<file path="src/rtl/control_pkg.sv">
// Shared decode definitions for the RV32I pipeline:
// opcodes, ALUOp classes and the ID/EX control bundle.
package control_pkg;

  localparam logic [6:0] OP_LOAD   = 7'b0000011;
  localparam logic [6:0] OP_STORE  = 7'b0100011;
  localparam logic [6:0] OP_RTYPE  = 7'b0110011;
  localparam logic [6:0] OP_BRANCH = 7'b1100011;
  localparam logic [6:0] OP_IMM    = 7'b0010011;

  localparam logic [1:0] ALUOP_ADD = 2'b00;
  localparam logic [1:0] ALUOP_SUB = 2'b01;
  localparam logic [1:0] ALUOP_R   = 2'b10;
  localparam logic [1:0] ALUOP_I   = 2'b11;

  typedef struct packed {
    logic [1:0] alu_op;
    logic       alu_src;
    logic       branch;
    logic       mem_read;
    logic       mem_write;
    logic       reg_write;
    logic       mem_to_reg;
    logic       illegal;
  } ctrl_t;

  localparam ctrl_t CTRL_NOP = '0;

endpackage

</file>
<file path="src/rtl/control_decode.sv">
// Pure combinational opcode to control-bundle decoder.
// Unknown or X/Z opcodes fall through to the illegal bubble.
module control_decode
  import control_pkg::*;
(
  input  logic [6:0] opcode,
  output ctrl_t      ctrl
);

  always_comb begin
    ctrl = CTRL_NOP;
    unique case (1'b1)
      (opcode == OP_LOAD): begin
        ctrl.alu_op     = ALUOP_ADD;
        ctrl.alu_src    = 1'b1;
        ctrl.mem_read   = 1'b1;
        ctrl.reg_write  = 1'b1;
        ctrl.mem_to_reg = 1'b1;
      end
      (opcode == OP_STORE): begin
        ctrl.alu_op    = ALUOP_ADD;
        ctrl.alu_src   = 1'b1;
        ctrl.mem_write = 1'b1;
      end
      (opcode == OP_RTYPE): begin
        ctrl.alu_op    = ALUOP_R;
        ctrl.reg_write = 1'b1;
      end
      (opcode == OP_BRANCH): begin
        ctrl.alu_op = ALUOP_SUB;
        ctrl.branch = 1'b1;
      end
      (opcode == OP_IMM): begin
        ctrl.alu_op    = ALUOP_I;
        ctrl.alu_src   = 1'b1;
        ctrl.reg_write = 1'b1;
      end
      default: ctrl.illegal = 1'b1;
    endcase
  end

endmodule

</file>
<file path="src/rtl/control.sv">
// ID-stage control unit: decoded bundle registered into ID/EX
// with flush > stall > load priority.
module control
  import control_pkg::*;
(
  input  logic        clk,
  input  logic        rst_n,
  input  logic [31:0] instruc,
  input  logic        stall,
  input  logic        flush,
  output logic [1:0]  ALUOp,
  output logic        ALUSrc,
  output logic        branch,
  output logic        mem_read,
  output logic        mem_write,
  output logic        reg_write,
  output logic        mem_to_reg,
  output logic        illegal
);

  ctrl_t dec;
  ctrl_t ctl_q;
  logic  unused_hi;

  assign unused_hi = ^instruc[31:7];

  control_decode u_dec (
    .opcode (instruc[6:0]),
    .ctrl   (dec)
  );

  always_ff @(posedge clk or negedge rst_n) begin
    if (!rst_n) begin
      ctl_q <= CTRL_NOP;
    end else if (flush) begin
      ctl_q <= CTRL_NOP;
    end else if (!stall) begin
      ctl_q <= dec;
    end
  end

  assign ALUOp      = ctl_q.alu_op;
  assign ALUSrc     = ctl_q.alu_src;
  assign branch     = ctl_q.branch;
  assign mem_read   = ctl_q.mem_read;
  assign mem_write  = ctl_q.mem_write;
  assign reg_write  = ctl_q.reg_write;
  assign mem_to_reg = ctl_q.mem_to_reg;
  assign illegal    = ctl_q.illegal;

endmodule

</file>
<file path="config.mk">
export PLATFORM = sky130hd
export DESIGN_NAME = control
export DESIGN_NICKNAME = d
export VERILOG_FILES = /design/src/rtl/control_pkg.sv /design/src/rtl/control_decode.sv /design/src/rtl/control.sv
export SDC_FILE = /design/constraint.sdc
export NUM_CORES = 1
export LEC_CHECK = 0
export ABC_AREA = 1
export CORE_UTILIZATION = 28
export CTS_CLUSTER_SIZE = 40
export DETAILED_ROUTE_END_ITERATION = 8
export PLACE_DENSITY = 0.89
export SLEW_MARGIN = 20
export SYNTH_ARGS = -nofsm -noshare
export SYNTH_HDL_FRONTEND = slang
export SYNTH_SLANG_ARGS = --single-unit
</file>
<file path="constraint.sdc">
create_clock -name clk -period 1.9 [get_ports clk]
set_clock_uncertainty 0.15 [all_clocks]
set_input_delay 0.57 -clock clk [delete_from_list [all_inputs] [get_ports clk]]
set_output_delay 0.57 -clock clk [all_outputs]
set_load 0.01 [all_outputs]
</file>
==> metrics.md <==
| Metric | Value |
|---|---|
| Switch share | `0.219` |
| Register area share after synthesis | `0.491` |
| Later-pin clock latency in the skew report | `0.24 ns` |
| Critical Path RT | `1.18 ns` |
| Layout cells sized above 1 | `0.108` |
| Slew margin rel. | `0.767` |
| WP data arrival | `1.12 ns` |
| Largest area contributor in the netlist | `dfrtp_1` |
| Clk network pwr share | `0.351` |
| CTS Hold Bufs | `0` |
| Distinct cells, synth | `13` |
| Part of the power in combinational logic | `0.152` |
| Vias in the first global route | `332` |
| Die height | `40.2 um` |
| CP cell instances | `clkdlybuf4s50_1` |
| Worst setup SP type | `register` |
| # IOs | `45` |
| RSZ-0062 raised after global routing | `no` |
| Static Leak | `0.000366 uW` |
| Reg-to-reg slack, setup | `1.12 ns` |
| Final nets | `112` |
| Critical path endpoint category | `output port` |
| Slowest stage delay, CP | `0.53 ns` |
| Psw | `76.7 uW` |
| Final hold violation count | `0` |
| Buf/Inv on CP | `1` |
| Final period utilization | `0.969` |
| Initial antenna violation count | `0` |
| Layout area overhead | `56.7%` |
| Cell Count, Final, Fillers Out | `89` |
| Total CTS buffers | `3` |
| Clk sinks | `8` |
| H-tree Lvls | `1` |
| Clk slew on worst S/H paths | `0.05 ns` |
| Seq pwr share | `0.498` |
| DR iter-0 viols | `12` |
| Worst-margin pin slew | `0.349 ns` |
| Fin. max-slew vios | `0` |
| Num rows | `13` |
| CP Max Fanout | `2` |
| Starting density of the core | `0.306` |
| Power density over the cells | `547 nW/um^2` |
| Pint | `273 uW` |
| Most common cell after layout, fill and taps aside | `nand2_1` |
| Via count | `375` |
| Top-area cell type share of the netlist area | `0.491` |
| Slowest CP cell | `clkdlybuf4s50_1` |
| Die Wd | `40.2 um` |
| Post-layout min period | `1.84 ns` |
| Routed Antenna Nets | `0` |
| Max reg flops | `2` |
| Total GRT Usage | `0.139` |
| Fmax | `543 MHz` |
| Synthesized instance count | `53` |
| Largest net degree at the start of global routing | `9` |
| Routability Congestion | `0.780` |
| Placed cell count | `86` |
| WS Path Type | `reg -> out` |
| Yosys Warn Count | `0` |
| Worst hold margin | `0.325 ns` |
| DIE AREA | `1610 sq um` |
| Seq cells post-synth | `8` |
| Avg Inst Size Synth | `7.70 sq um` |
| Status | `finished, final reports clean` |
| Setup TNS | `0 ns` |
| Worst-case clock buffer depth | `2` |
| Buffers on Ports | `19` |
| HPWL after DPL | `600 um` |
| DRT Wirelength | `752 um` |
| Synth Cell Area | `408 sq um` |
| Residual DRC | `0` |
| Ranking of synthesized cells by area | `dfrtp_1 49%, nand2_1 17%, inv_1 6.4%, nand3_2 4.9%, o21ai_1 4.9%` |
| Ant. Diodes | `0` |
| Worst path top cell family by delay | `buffers and inverters` |
| # setup viols final | `0` |
| Max Cap Viol | `0` |
| Clock root buffer | `clkbuf_4` |
| CTS tree | `done` |
| Routed wire length per instance | `8.45 um` |
| Post-synth net total | `89` |
| HP Class | `reg -> reg` |
| First-pass GRT wire length | `1390 um` |
| Peak supply drop | `0.191 mV` |
| DRT Pass-1 Iters | `4` |
| GR Overflow Total | `0` |
| Core box area | `1330 sq um` |
| DR vias/cell | `4.21` |
| Most frequent cells in the layout | `19 x nand2_1, 16 x clkdlybuf4s50_1, 8 x dfrtp_1` |
## per-stage QoR
stage | util | total power [uW] | instance area (sq um) | setup slack, ns
detailed placement | 0.457 | 230 | 609 | 0.123
global route | 0.479 | 374 | 639 | 0.000471
finish | 0.479 | 350 | 639 | 0.0590
CTS | 0.474 | 358 | 632 | 0.0232
floorplan | - | 196 | 408 | 0.628
global placement | 0.457 | 229 | 609 | 0.136
## final cells by class
type,count,area (sq um)
Clock buffer,3,22.5
Multi-Input combinational cell,36,170
Sequential cell,8,200
Tap cell,15,18.8
Fill cell,139,694
Timing Repair Buffer,19,198
Inverter,8,30.0
## per-layer routing
layer  vias to the layer above  share of wire  global-route usage
met4                         0              0               0.129
met3                         0          0.057              0.0500
li1                        208              -                   -
met1                       153           0.48               0.180
met2                        14           0.46               0.173
met5                         -              0                   0
## cells in the mapped netlist
master,count
nor2_2,1
nand3_1,3
inv_2,1
a21oi_1,2
buf_4,1
o21ai_0,1
dfrtp_1,8
o21ai_1,4
nor2_1,3
nand3_2,2
nand2_1,19
inv_1,7
nor2_4,1
## logic make-up (layout without fill, tap and decap cells)
group	Yosys count	count (layout)	share of synthesized area
and+or+nand+nor	29	29	0.331
DFF	8	8	0.491
AOI/OAI and AO/OA	7	7	0.0859
buffers and inverters	9	30	0.0920
## worst reg2reg max path, cell delays in order (launching register included)
cell     delay (ns)
dfrtp_1        0.37
nand2_1        0.06
o21ai_1        0.07
## what timing repair did
item                                    4_1_cts  5_1_grt
setup buffers                                 0        0
hold endpoints to repair                      0        0
endpoints found under the setup margin        0        3
gates resized for setup                       0        3
## power by group through the flow
stage	sequential, uW	combinational, uW	clock [uW]
after global placement	177	52.2	0
after global routing	174	59.4	140
after CTS	174	53.5	131
after detailed placement	177	53.3	0
final	174	53.0	123
after floorplan	178	17.6	0
## path summary, 6_finish.rpt
kind                       depth (start not counted)                     to             startpoint
setup / recovery                                   1                 ALUSrc     ALUSrc$_DFFE_PN0P_
hold / removal                                     2    illegal$_DFFE_PN0P_    illegal$_DFFE_PN0P_
setup reg to reg                                   2  reg_write$_DFFE_PN0P_  reg_write$_DFFE_PN0P_
hold reg to reg                                    2    illegal$_DFFE_PN0P_    illegal$_DFFE_PN0P_
max in group asynchronous                          1  reg_write$_DFFE_PN0P_                  rst_n
min in group asynchronous                          1     branch$_DFFE_PN0P_                  rst_n
(Power assumes the default switching activity.)
